===== src/rtl/shared_counter_arbiter.sv =====
// Round-robin arbiter sharing one down-counter among N requesters.
// The owner holds the counter for len+1 cycles, then gets a one-cycle done pulse.
module shared_counter_arbiter #(
  parameter int N = 4,
  parameter int W = 8
) (
  input  logic           clk,
  input  logic           rst,
  input  logic [N-1:0]   req,
  input  logic [N*W-1:0] len,
  output logic [N-1:0]   gnt,
  output logic [N-1:0]   done,
  output logic           busy,
  output logic [W-1:0]   cnt
);
  localparam int PW = (N > 1) ? $clog2(N) : 1;

  typedef enum logic [1:0] {
    IDLE    = 2'd0,
    COUNT   = 2'd1,
    RELEASE = 2'd2
  } state_e;

  state_e        state_q, state_d;
  logic [PW-1:0] w_q, w_d;
  logic [PW-1:0] ptr_q, ptr_d;
  logic [W-1:0]  cnt_q, cnt_d;
  logic [N-1:0]  gnt_q, gnt_d;
  logic [N-1:0]  done_q, done_d;

  logic [PW-1:0] win;
  logic          win_vld;
  logic [W-1:0]  win_len;
  int            idx;

  // First requester at or above ptr, wrapping around.
  always_comb begin
    win     = '0;
    win_vld = 1'b0;
    idx     = 0;
    for (int i = 0; i < N; i++) begin
      idx = (int'(ptr_q) + i) % N;
      if (!win_vld && req[idx[PW-1:0]]) begin
        win_vld = 1'b1;
        win     = idx[PW-1:0];
      end
    end
  end

  always_comb begin
    win_len = '0;
    for (int i = 0; i < N; i++) begin
      if (win == PW'(i)) win_len = len[i*W +: W];
    end
  end

  always_comb begin
    state_d = state_q;
    w_d     = w_q;
    ptr_d   = ptr_q;
    cnt_d   = cnt_q;
    gnt_d   = gnt_q;
    done_d  = '0;
    case (state_q)
      IDLE: begin
        gnt_d = '0;
        if (win_vld) begin
          state_d = COUNT;
          w_d     = win;
          gnt_d   = N'(1) << win;
          cnt_d   = win_len;
          ptr_d   = (win == PW'(N - 1)) ? '0 : win + PW'(1);
        end
      end
      COUNT: begin
        // Owner dropping its request wins over reaching zero.
        if (!req[w_q]) begin
          state_d = IDLE;
          gnt_d   = '0;
          cnt_d   = '0;
        end else if (cnt_q != '0) begin
          cnt_d = cnt_q - W'(1);
        end else begin
          state_d = RELEASE;
          gnt_d   = '0;
          done_d  = N'(1) << w_q;
        end
      end
      RELEASE: begin
        state_d = IDLE;
        gnt_d   = '0;
      end
      default: begin
        state_d = IDLE;
        gnt_d   = '0;
        cnt_d   = '0;
      end
    endcase
  end

  always_ff @(posedge clk) begin
    if (rst) begin
      state_q <= IDLE;
      w_q     <= '0;
      ptr_q   <= '0;
      cnt_q   <= '0;
      gnt_q   <= '0;
      done_q  <= '0;
    end else begin
      state_q <= state_d;
      w_q     <= w_d;
      ptr_q   <= ptr_d;
      cnt_q   <= cnt_d;
      gnt_q   <= gnt_d;
      done_q  <= done_d;
    end
  end

  assign gnt  = gnt_q;
  assign done = done_q;
  assign cnt  = cnt_q;
  assign busy = (state_q != IDLE);

endmodule


===== config.mk =====
export PLATFORM = sky130hd
export DESIGN_NAME = shared_counter_arbiter
export DESIGN_NICKNAME = d
export VERILOG_FILES = /design/src/rtl/shared_counter_arbiter.sv
export SDC_FILE = /design/constraint.sdc
export NUM_CORES = 1
export LEC_CHECK = 0
export CORE_MARGIN = 2
export CORE_UTILIZATION = 60
export DETAILED_ROUTE_END_ITERATION = 8
export DONT_BUFFER_PORTS = 1
export PLACE_DENSITY = 0.76
export SKIP_LAST_GASP = 1
export SLEW_MARGIN = 10
export SYNTH_ARGS = -nofsm -noshare
export SYNTH_HDL_FRONTEND = slang
export SYNTH_SLANG_ARGS = --single-unit

===== constraint.sdc =====
create_clock -name clk -period 3.1 [get_ports clk]
set_clock_uncertainty 0.15 [all_clocks]
set_input_delay 0.155 -clock clk [delete_from_list [all_inputs] [get_ports clk]]
set_output_delay 0.155 -clock clk [all_outputs]
set_load 0.02 [all_outputs]

---- After elaboration in Yosys (flattened, before gate mapping) ----
Index checks and enable logic that the tools add are counted.
operators by class
  shift-type cells ........................ 2
  bitwise operators ....................... 3
  eq/ne operators ......................... 8
  magnitude comparators ................... 5
  $add $sub $neg .......................... 5
  muxes and demuxes ....................... 35
  reductions and logical operators ........ 14
operator list
  operator                                                                       count
  8-bit two-way mux                                                              7
  8-bit one-hot mux with 3 select lines                                          1
  2-bit two-way mux                                                              8
  2-bit by 3-bit less-than comparator with 1-bit output (second input constant)  5
  4-bit two-way mux                                                              3
  1-bit binary-select mux with 2-bit select                                      5
  1-bit two-way mux                                                              9
  4-bit one-hot mux with 2 select lines                                          1
  8-bit nonzero test                                                             1
  1-bit by 2-bit << shifter with 4-bit output (first input constant)             2
  8-bit by 1-bit subtractor with 8-bit output (second input constant)            1
  2-bit == test (second input constant)                                          3
  3-bit != test (second input constant)                                          2
  2-bit by 1-bit adder with 2-bit output (second input constant)                 2
  2-bit adder (second input constant)                                            2
  2-bit by 1-bit == test with 1-bit output (second input constant)               2
  2-bit zero test                                                                2
  2-bit one-hot mux with 2 select lines                                          1
  2-bit AND reduction                                                            2
  4-bit OR reduction                                                             1
  1-bit logical AND                                                              3
  1-bit zero test                                                                3
  1-bit inverter                                                                 3
  3-bit AND reduction                                                            1
  2 further kinds                                                                2
word-level totals
  output and inout bits ................... 17
  logic and storage cells ................. 78
  bits of input ports ..................... 38
  bits in registers ....................... 22

---- Logic depth before layout (Yosys ltp) ----
Gate-level depths: netlist (run 1).
  word-level depth ........................ 19
  mapped depth ............................ 11
  gate-level depth less buffers ........... 10

---- Worst setup path after synthesis (run 1) ----
OpenSTA, ideal clock, no wires.
  path kind ............................... register to register
  from .................................... register ptr_q[1]
  to ...................................... register cnt_q[5] (netlist: cnt[5])
  setup time .............................. 0.132 ns
  setup slack ............................. 0.499 ns
  arrival ................................. 2.319 ns
  cell stages (with the launch flop) ...... 12
  clock period less this slack ............ 2.601 ns
  path buffers ............................ 1
  required time ........................... 2.818 ns
  path through ............................ dfxtp_1 mux2i_1 nor2_1 nor4_1 inv_1 ha_1 nor2b_1 clkbuf_1 a221oi_1 nor3_1 a311oi_1 o22ai_2
on the way
  longest elaborated chain between the ends .. 19
  elaborated cells on any way between the ends .. 37
  those cells by class .................... add/sub (3); eq/ne (4); mux (22); reduce/logical (8)
ends and longest elaborated chain
  element                                                                          line  source
  from (decl)                                                                      26    logic [PW-1:0] ptr_q, ptr_d;
  from (signal assigned)                                                           112   ptr_q <= ptr_d;
  branches (longest 11 deep; another with 2-bit by 1-bit adder with 2-bit output)  --
  2-bit two-way mux (*)                                                            43    if (!win_vld && req[idx[PW-1:0]]) begin
  net win[0]                                                                       31    logic [PW-1:0] win;
  2-bit zero test                                                                  53    if (win == PW'(i)) win_len = len[i*W +: W];
  8-bit two-way mux (3 in series)                                                  53
  8-bit two-way mux (*)                                                            53
  8-bit two-way mux (*)                                                            67    if (win_vld) begin
  8-bit one-hot mux with 3 select lines (*)                                        64    case (state_q)
  to (signal assigned)                                                             113   cnt_q <= cnt_d;
  to (decl)                                                                        27    logic [W-1:0] cnt_q, cnt_d;
Mark *: on every way through the listed nets, which the timed path passes. The select of a mux whose other input is x is not followed.
A chain may end at the register's enable or synchronous reset.

---- Worst setup path in the final report (run 1) ----
Ends and elaborated chain as after synthesis.

==> impl_metrics.json, run 1 <==
{
  "cts_max_path_buffers": 2,
  "ys_types": 50,
  "clk_latency_ns": 0.33,
  "slew_headroom": 0.5089,
  "power.switching_uw": 694.6,
  "p_leak_uw": 0.0005763,
  "clock_sinks": 22,
  "slowest_delay_ns": 0.46,
  "period_needed_ns": 2.865,
  "ys_ff_latch": 22,
  "ys.warnings.count": 0,
  "num_io_pins": 55,
  "grt_setup_unrepaired": "false",
  "synth_edf_count": 0,
  "nets": 224,
  "die_y_um": 53.27,
  "setup_viol": 0,
  "clkPwrFrac": 0.151,
  "core-area_um2": 2255,
  "cts_buffers": 3,
  "route.detailed.drc": 0,
  "switching_share": 0.4652,
  "grt_pass1_wl_um": 5692,
  "worstMarginPinSlew_ns": 0.7343,
  "cts_max_level": 1,
  "yosys_most_used_dff": "dfxtp_1",
  "stdcell_count": 208,
  "wl_met3_um": 300,
  "power_density_nw_per_um2": 971.8,
  "cp_top_family": "simple AND/OR/NAND/NOR gates",
  "final_area_um2": 1536,
  "synth_top_area_frac": 0.3024,
  "synth_largest_area_cell": "dfxtp_1",
  "regToRegSetupSlack_ns": 0.24,
  "pwr-share-seq": 0.351,
  "antenna_found_initial": 0,
  "cts_resized": 0,
  "die_w_um": 53.27,
  "grt_overflow": 0,
  "avgSynthCellArea_um2": 8.046,
  "comb_power_share": 0.498,
  "grtUsageTotal": 0.2763,
  "timing.fmax_mhz": 349.1,
  "ant_nets": 0,
  "drt_iter0_drc": 48,
  "cap_viol_max_count": 0,
  "vdd_drop_max_uv": 565.5,
  "drive_above_1_share": 0.1167,
  "synthTopCellsByArea": "dfxtp_1 (30%), nor2_1 (5.9%), a21oi_1 (5.2%), ha_1 (4.3%), a221oi_1 (4.2%)",
  "layout_common_cells": "nor2_1 (23), dfxtp_1 (22), a21oi_1 (15), inv_1 (11), nand2_1 (10)",
  "wire_per_inst_um": 17.19,
  "internal-power_uw": 798.6,
  "port_buffers": 0,
  "ctsRootBufferMaster": "clkbuf_4",
  "synthArstFlopShare": 0,
  "syn_to_final_growth_pct": 5.498,
  "antenna_cells": 0,
  "start_util": 0.6459,
  "worst_setup_path_start_kind": "register",
  "rows": 17,
  "drt-pass1-iter-count": 5,
  "power_uw": 1493,
  "routed-wl-met2_um": 1674,
  "grt_max_degree": 18,
  "cp-end-kind": "register",
  "worstPathArrival_ns": 2.93,
  "crit_buf_inv": 1,
  "syn-num-nets": 224,
  "cp.required_ns": 3.17,
  "setup-tns-final_ns": 0,
  "crit_slowest_cell": "nor4_1",
  "die_area_um2": 2837,
  "status": "complete, no violations",
  "highest_layer": "met4",
  "period_share": 0.9241,
  "post_drt_via_cell_ratio": 6.529,
  "tritoncts": "done",
  "first_global_vias": 1258,
  "timing.hold.ws_ns": 0.01374,
  "clk_pin_slew_worst_paths_ns": 0.12,
  "synth_seq_area_share": 0.3024,
  "place_inst": 201,
  "place_hpwl_um": 2703,
  "vias": 1358,
  "path_max_fanout": 7,
  "final_common_cell": "nor2_1",
  "gp_congestion": 0.8255,
  "path_cells": "mux2i_1 -> nor2_1 -> nor4_1 -> inv_1 -> ha_1 -> nor2b_1 -> a221oi_1 -> nor3_1 -> a311oi_1 -> o22ai_2",
  "hold_class": "primary input to register",
  "critical_path_class": "register to register",
  "final_max_slew_viol_count": 0,
  "syn_inst": 181,
  "wl_um": 3575,
  "hold_viol_final": 0,
  "wl_met1_um": 1547,
  "synth_area_um2": 1456,
  "postPlaceCellArea_um2": 1454
}
[kinds of logic (layout without fill, tap and decap cells)]
kind of cell             count (synthesis)  after routing  share of synthesized area
AO/OA/AOI/OAI                           57             57                     0.2775
XOR/XNOR                                 2              2                    0.01203
adder cells (fa/ha/maj)                  5              5                    0.04296
buffers and inverters                   21             20                    0.06443
flip-flops                              22             22                     0.3024
multiplexers                             5              5                    0.04296
AND/OR/NAND/NOR                         69             69                     0.2577
[metal layers]
metal	track usage	vias to the layer above
met1	0.3633	627
li1	-	667
met5	0	-
met4	0.08974	0
met2	0.4403	59
met3	0.06497	5
[synthesized netlist by cell type (4+ instances only)]
library cell  count
nand2_1          10
a221oi_1          7
a22oi_1           4
nor3_1            5
a21oi_1          15
mux2i_1           4
o31ai_1           5
dfxtp_1          22
nand3_1           7
o21ai_0           7
clkbuf_1          8
ha_1              5
nor2_1           23
inv_1            11
[area by class of cell]
| type | count | area, um2 |
|---|---|---|
| fill | 217 | 718.2 |
| multi-input combinational | 138 | 922.1 |
| timing repair buffer | 5 | 45.04 |
| sequential | 22 | 440.4 |
| inverter | 11 | 41.29 |
| clock inverter | 1 | 30.03 |
| tap | 28 | 35.03 |
| clock buffer | 3 | 22.52 |
[worst paths after layout]
| path | from | endpoint | cells past startpoint |
|---|---|---|---|
| worst min-delay path | len[24] | cnt[0] | 4 |
| worst max-delay path | ptr_q[1] | cnt[5] | 10 |
| worst max register to register | ptr_q[1] | cnt[5] | 10 |
| worst min register to register | w_q[1] | done[1] | 1 |
[repair_timing]
action,in CTS,in global routing
hold buffers,3,0
hold endpoints to repair,22,0
buffers inserted,0,0
[registers in the layout, indices dropped and copies added, names as in the netlist]
signal / cells
ptr_q: 2
gnt: 4
cnt: 8
w_q: 2
state_q: 2
done: 4
[per-stage QoR]
stage / utilization / setup slack (ns)
2_1_floorplan: - / 0.4994
3_3_place_gp: 0.6448 / 0.4242
3_5_place_dp: 0.6448 / 0.2891
4_1_cts: 0.6815 / 0.2454
5_1_grt: 0.6815 / 0.06567
6_report: 0.6815 / 0.2352
[worst reg2reg max path: stages (launching register included)]
cell	delay, ns
dfxtp_1	0.44
mux2i_1	0.22
nor2_1	0.07
nor4_1	0.46
inv_1	0.14
ha_1	0.27
nor2b_1	0.21
a221oi_1	0.30
nor3_1	0.09
a311oi_1	0.29
o22ai_2	0.12
[power groups by stage]
stage	sequential [uW]	clock [uW]	combinational (uW)
after detailed placement	528	0	720
after global routing	537	235	814
final	524	225	744
after global placement	521	0	697
after floorplan	485	0	637
after CTS	523	229	737
(Power assumes the default switching activity.)
==> run 2, diff against run 1 <==
--- a/config.mk
+++ b/config.mk
@@ -5,6 +5,8 @@
 export SDC_FILE = /design/constraint.sdc
 export NUM_CORES = 1
 export LEC_CHECK = 0
+export ABC_AREA = 1
+export CORE_ASPECT_RATIO = 2
 export CORE_MARGIN = 2
 export CORE_UTILIZATION = 60
 export DETAILED_ROUTE_END_ITERATION = 8
==> impl_metrics.json, run 2 <==
{
  "status": "complete, no violations",
  "cp-end-kind": "register",
  "synth_edf_count": 0,
  "grt_overflow": 0,
  "ys.warnings.count": 0,
  "path_cells": "buf_4 -> o21ai_1 -> o21ai_2 -> nand3_4 -> nand3_1 -> inv_1 -> ha_1 -> inv_2 -> o21ai_0 -> o21ai_0 -> nand2_1 -> nand2_1 -> nand3_1 -> a21oi_1",
  "worst_setup_path_start_kind": "register",
  "cts_setup_buffers": 0,
  "synth_seq_area_share": 0.2553,
  "layout_common_cells": "nand2_1 (92), nor2_1 (31), nand3_1 (27), inv_1 (24)",
  "synthTopCellsByArea": "dfxtp_1 (26%), nand2_1 (20%), nand3_1 (7.8%), nor2_1 (6.7%), a21oi_1 (6.4%)",
  "nFillCells": 268,
  "cts_buffers": 3,
  "wl_um": 4331,
  "synth_top_area_frac": 0.2553,
  "antenna_found_initial": 0,
  "worstPathArrival_ns": 2.88,
  "start_util": 0.6305,
  "cap_viol_max_count": 0,
  "final_common_cell": "nand2_1",
  "cp.required_ns": 3.14,
  "drt_iter0_drc": 57,
  "worstMarginPinSlew_ns": 0.5386,
  "final_max_slew_viol_count": 0,
  "cts_max_level": 1,
  "slowest_delay_ns": 0.47,
  "ctsRootBufferMaster": "clkbuf_8",
  "setup_viol": 0,
  "grt_pass1_wl_um": 7203,
  "synthMostInstantiatedCell": "nand2_1",
  "core-area_um2": 2736,
  "nets": 330,
  "die_y_um": 79.84,
  "post_drt_via_cell_ratio": 5.733,
  "clk_latency_ns": 0.26,
  "hold_viol_final": 0,
  "synth_largest_area_cell": "dfxtp_1",
  "period_share": 0.9148,
  "ys_ff_latch": 22,
  "yosys_most_used_dff": "dfxtp_1",
  "gp_congestion": 0.9016,
  "syn_inst": 283,
  "timing.fmax_mhz": 352.6,
  "syn-num-nets": 326,
  "grt_setup_unrepaired": "false",
  "drt-pass1-iter-count": 4,
  "crit_slowest_cell": "dfxtp_1",
  "critical_path_class": "register to register",
  "num_io_pins": 55,
  "slew_headroom": 0.6397,
  "period_needed_ns": 2.836,
  "drive_above_1_share": 0.1084,
  "setup-tns-final_ns": 0,
  "syn_to_final_growth_pct": 6.817,
  "synthArstFlopShare": 0,
  "tritoncts": "done",
  "grt_max_degree": 15,
  "path_max_fanout": 13,
  "clock_sinks": 22,
  "synth_commonest_cells": "nand2_1 (92), nor2_1 (31), nand3_1 (27)",
  "port_buffers": 0,
  "ys_types": 27,
  "place_hpwl_um": 3503,
  "wire_per_inst_um": 13.75,
  "die_w_um": 41.92,
  "largest_reg_flops": 8,
  "die_area_um2": 3347,
  "route.detailed.drc": 0,
  "grtUsageTotal": 0.2751,
  "clk_pin_slew_worst_paths_ns": 0.08,
  "vias": 1806,
  "first_global_vias": 1771,
  "antenna_cells": 0,
  "ant_nets": 0,
  "synth_area_um2": 1725,
  "cts_max_path_buffers": 2,
  "rows": 27,
  "hold_class": "primary input to register",
  "avgSynthCellArea_um2": 6.097
}
[run 2: cell count changes after synthesis, sizes merged, moves of 5 or more]
| cell | delta |
|---|---|
| o31ai | -5 |
| o211ai | +6 |
| nand2 | +93 |
| a221oi | -7 |
| a21oi | +5 |
| inv | +18 |
| nor2 | +7 |
| nand3 | +22 |
| nand4 | +5 |
| o21ai | +6 |
[run 2: logic make-up (layout without fill, tap and decap cells)]
kind of cell	after synthesis	in the layout	synth area share
buffers and inverters	36	39	0.08266
AND/OR/NAND/NOR	175	175	0.4779
AO/OA/AOI/OAI	42	42	0.1327
XOR/XNOR	3	3	0.01523
flip-flops	22	22	0.2553
adder cells (fa/ha/maj)	5	5	0.03626
[run 2: what timing repair did]
action,4_1_cts,5_1_grt
endpoints found under the setup margin,0,5
hold buffers,1,0
hold endpoints to repair,17,0
gates resized for setup,0,1
[run 2: stage by stage]
| stage | util | instance area, um2 | setup slack, ns | instances | hold slack [ns] |
|---|---|---|---|---|---|
| global route | 0.6735 | 1843 | 0.001176 | 315 | 0.2189 |
| detailed placement | 0.6438 | 1762 | 0.2014 | 310 | 0.07746 |
| floorplan | - | 1725 | 0.5339 | 283 | 0.07407 |
| CTS | 0.6735 | 1843 | 0.1689 | 315 | 0.1775 |
| finish | 0.6735 | 1843 | 0.2640 | 315 | 0.1751 |
| global placement | 0.6438 | 1762 | 0.2833 | 310 | 0.07606 |
[run 2: final timing paths]
kind	start	to	slack [ns]	cells after the start
min reg2reg	w_q[1]	done[1]	0.34	1
max reg2reg	ptr_q[0]	cnt[5]	0.26	14
max	ptr_q[0]	cnt[5]	0.26	14
min	len[18]	cnt[2]	0.18	6
[run 2: per-layer routing]
layer	part of all wire	vias up	global-route usage
li1	-	921	-
met1	0.36	822	0.2486
met2	0.58	52	0.5766
met3	0.036	11	0.02262
met4	0.025	0	0.1226
met5	0	-	0
[run 2: critical path: cells and delay by family (launching register included)]
kind            cells  cell delay (ns)
compound gates      5             0.83
simple gates        5             0.60
flops               1             0.47
buf+inv             3             0.45
fa+ha+maj           1             0.23
[run 2: final cells by class]
type	count	area (um2)	area share
tap	29	36.28	0.01969
clock inverter	1	30.03	0.01629
multi-input combinational	225	1142	0.6198
sequential	22	440.4	0.2390
clock buffer	3	41.29	0.02240
inverter	30	112.6	0.06110
timing repair buffer	5	40.04	0.02172
Power of run 2 is not shown: default switching activity piles up to over one toggle a cycle in this logic, so the estimate is an artifact.
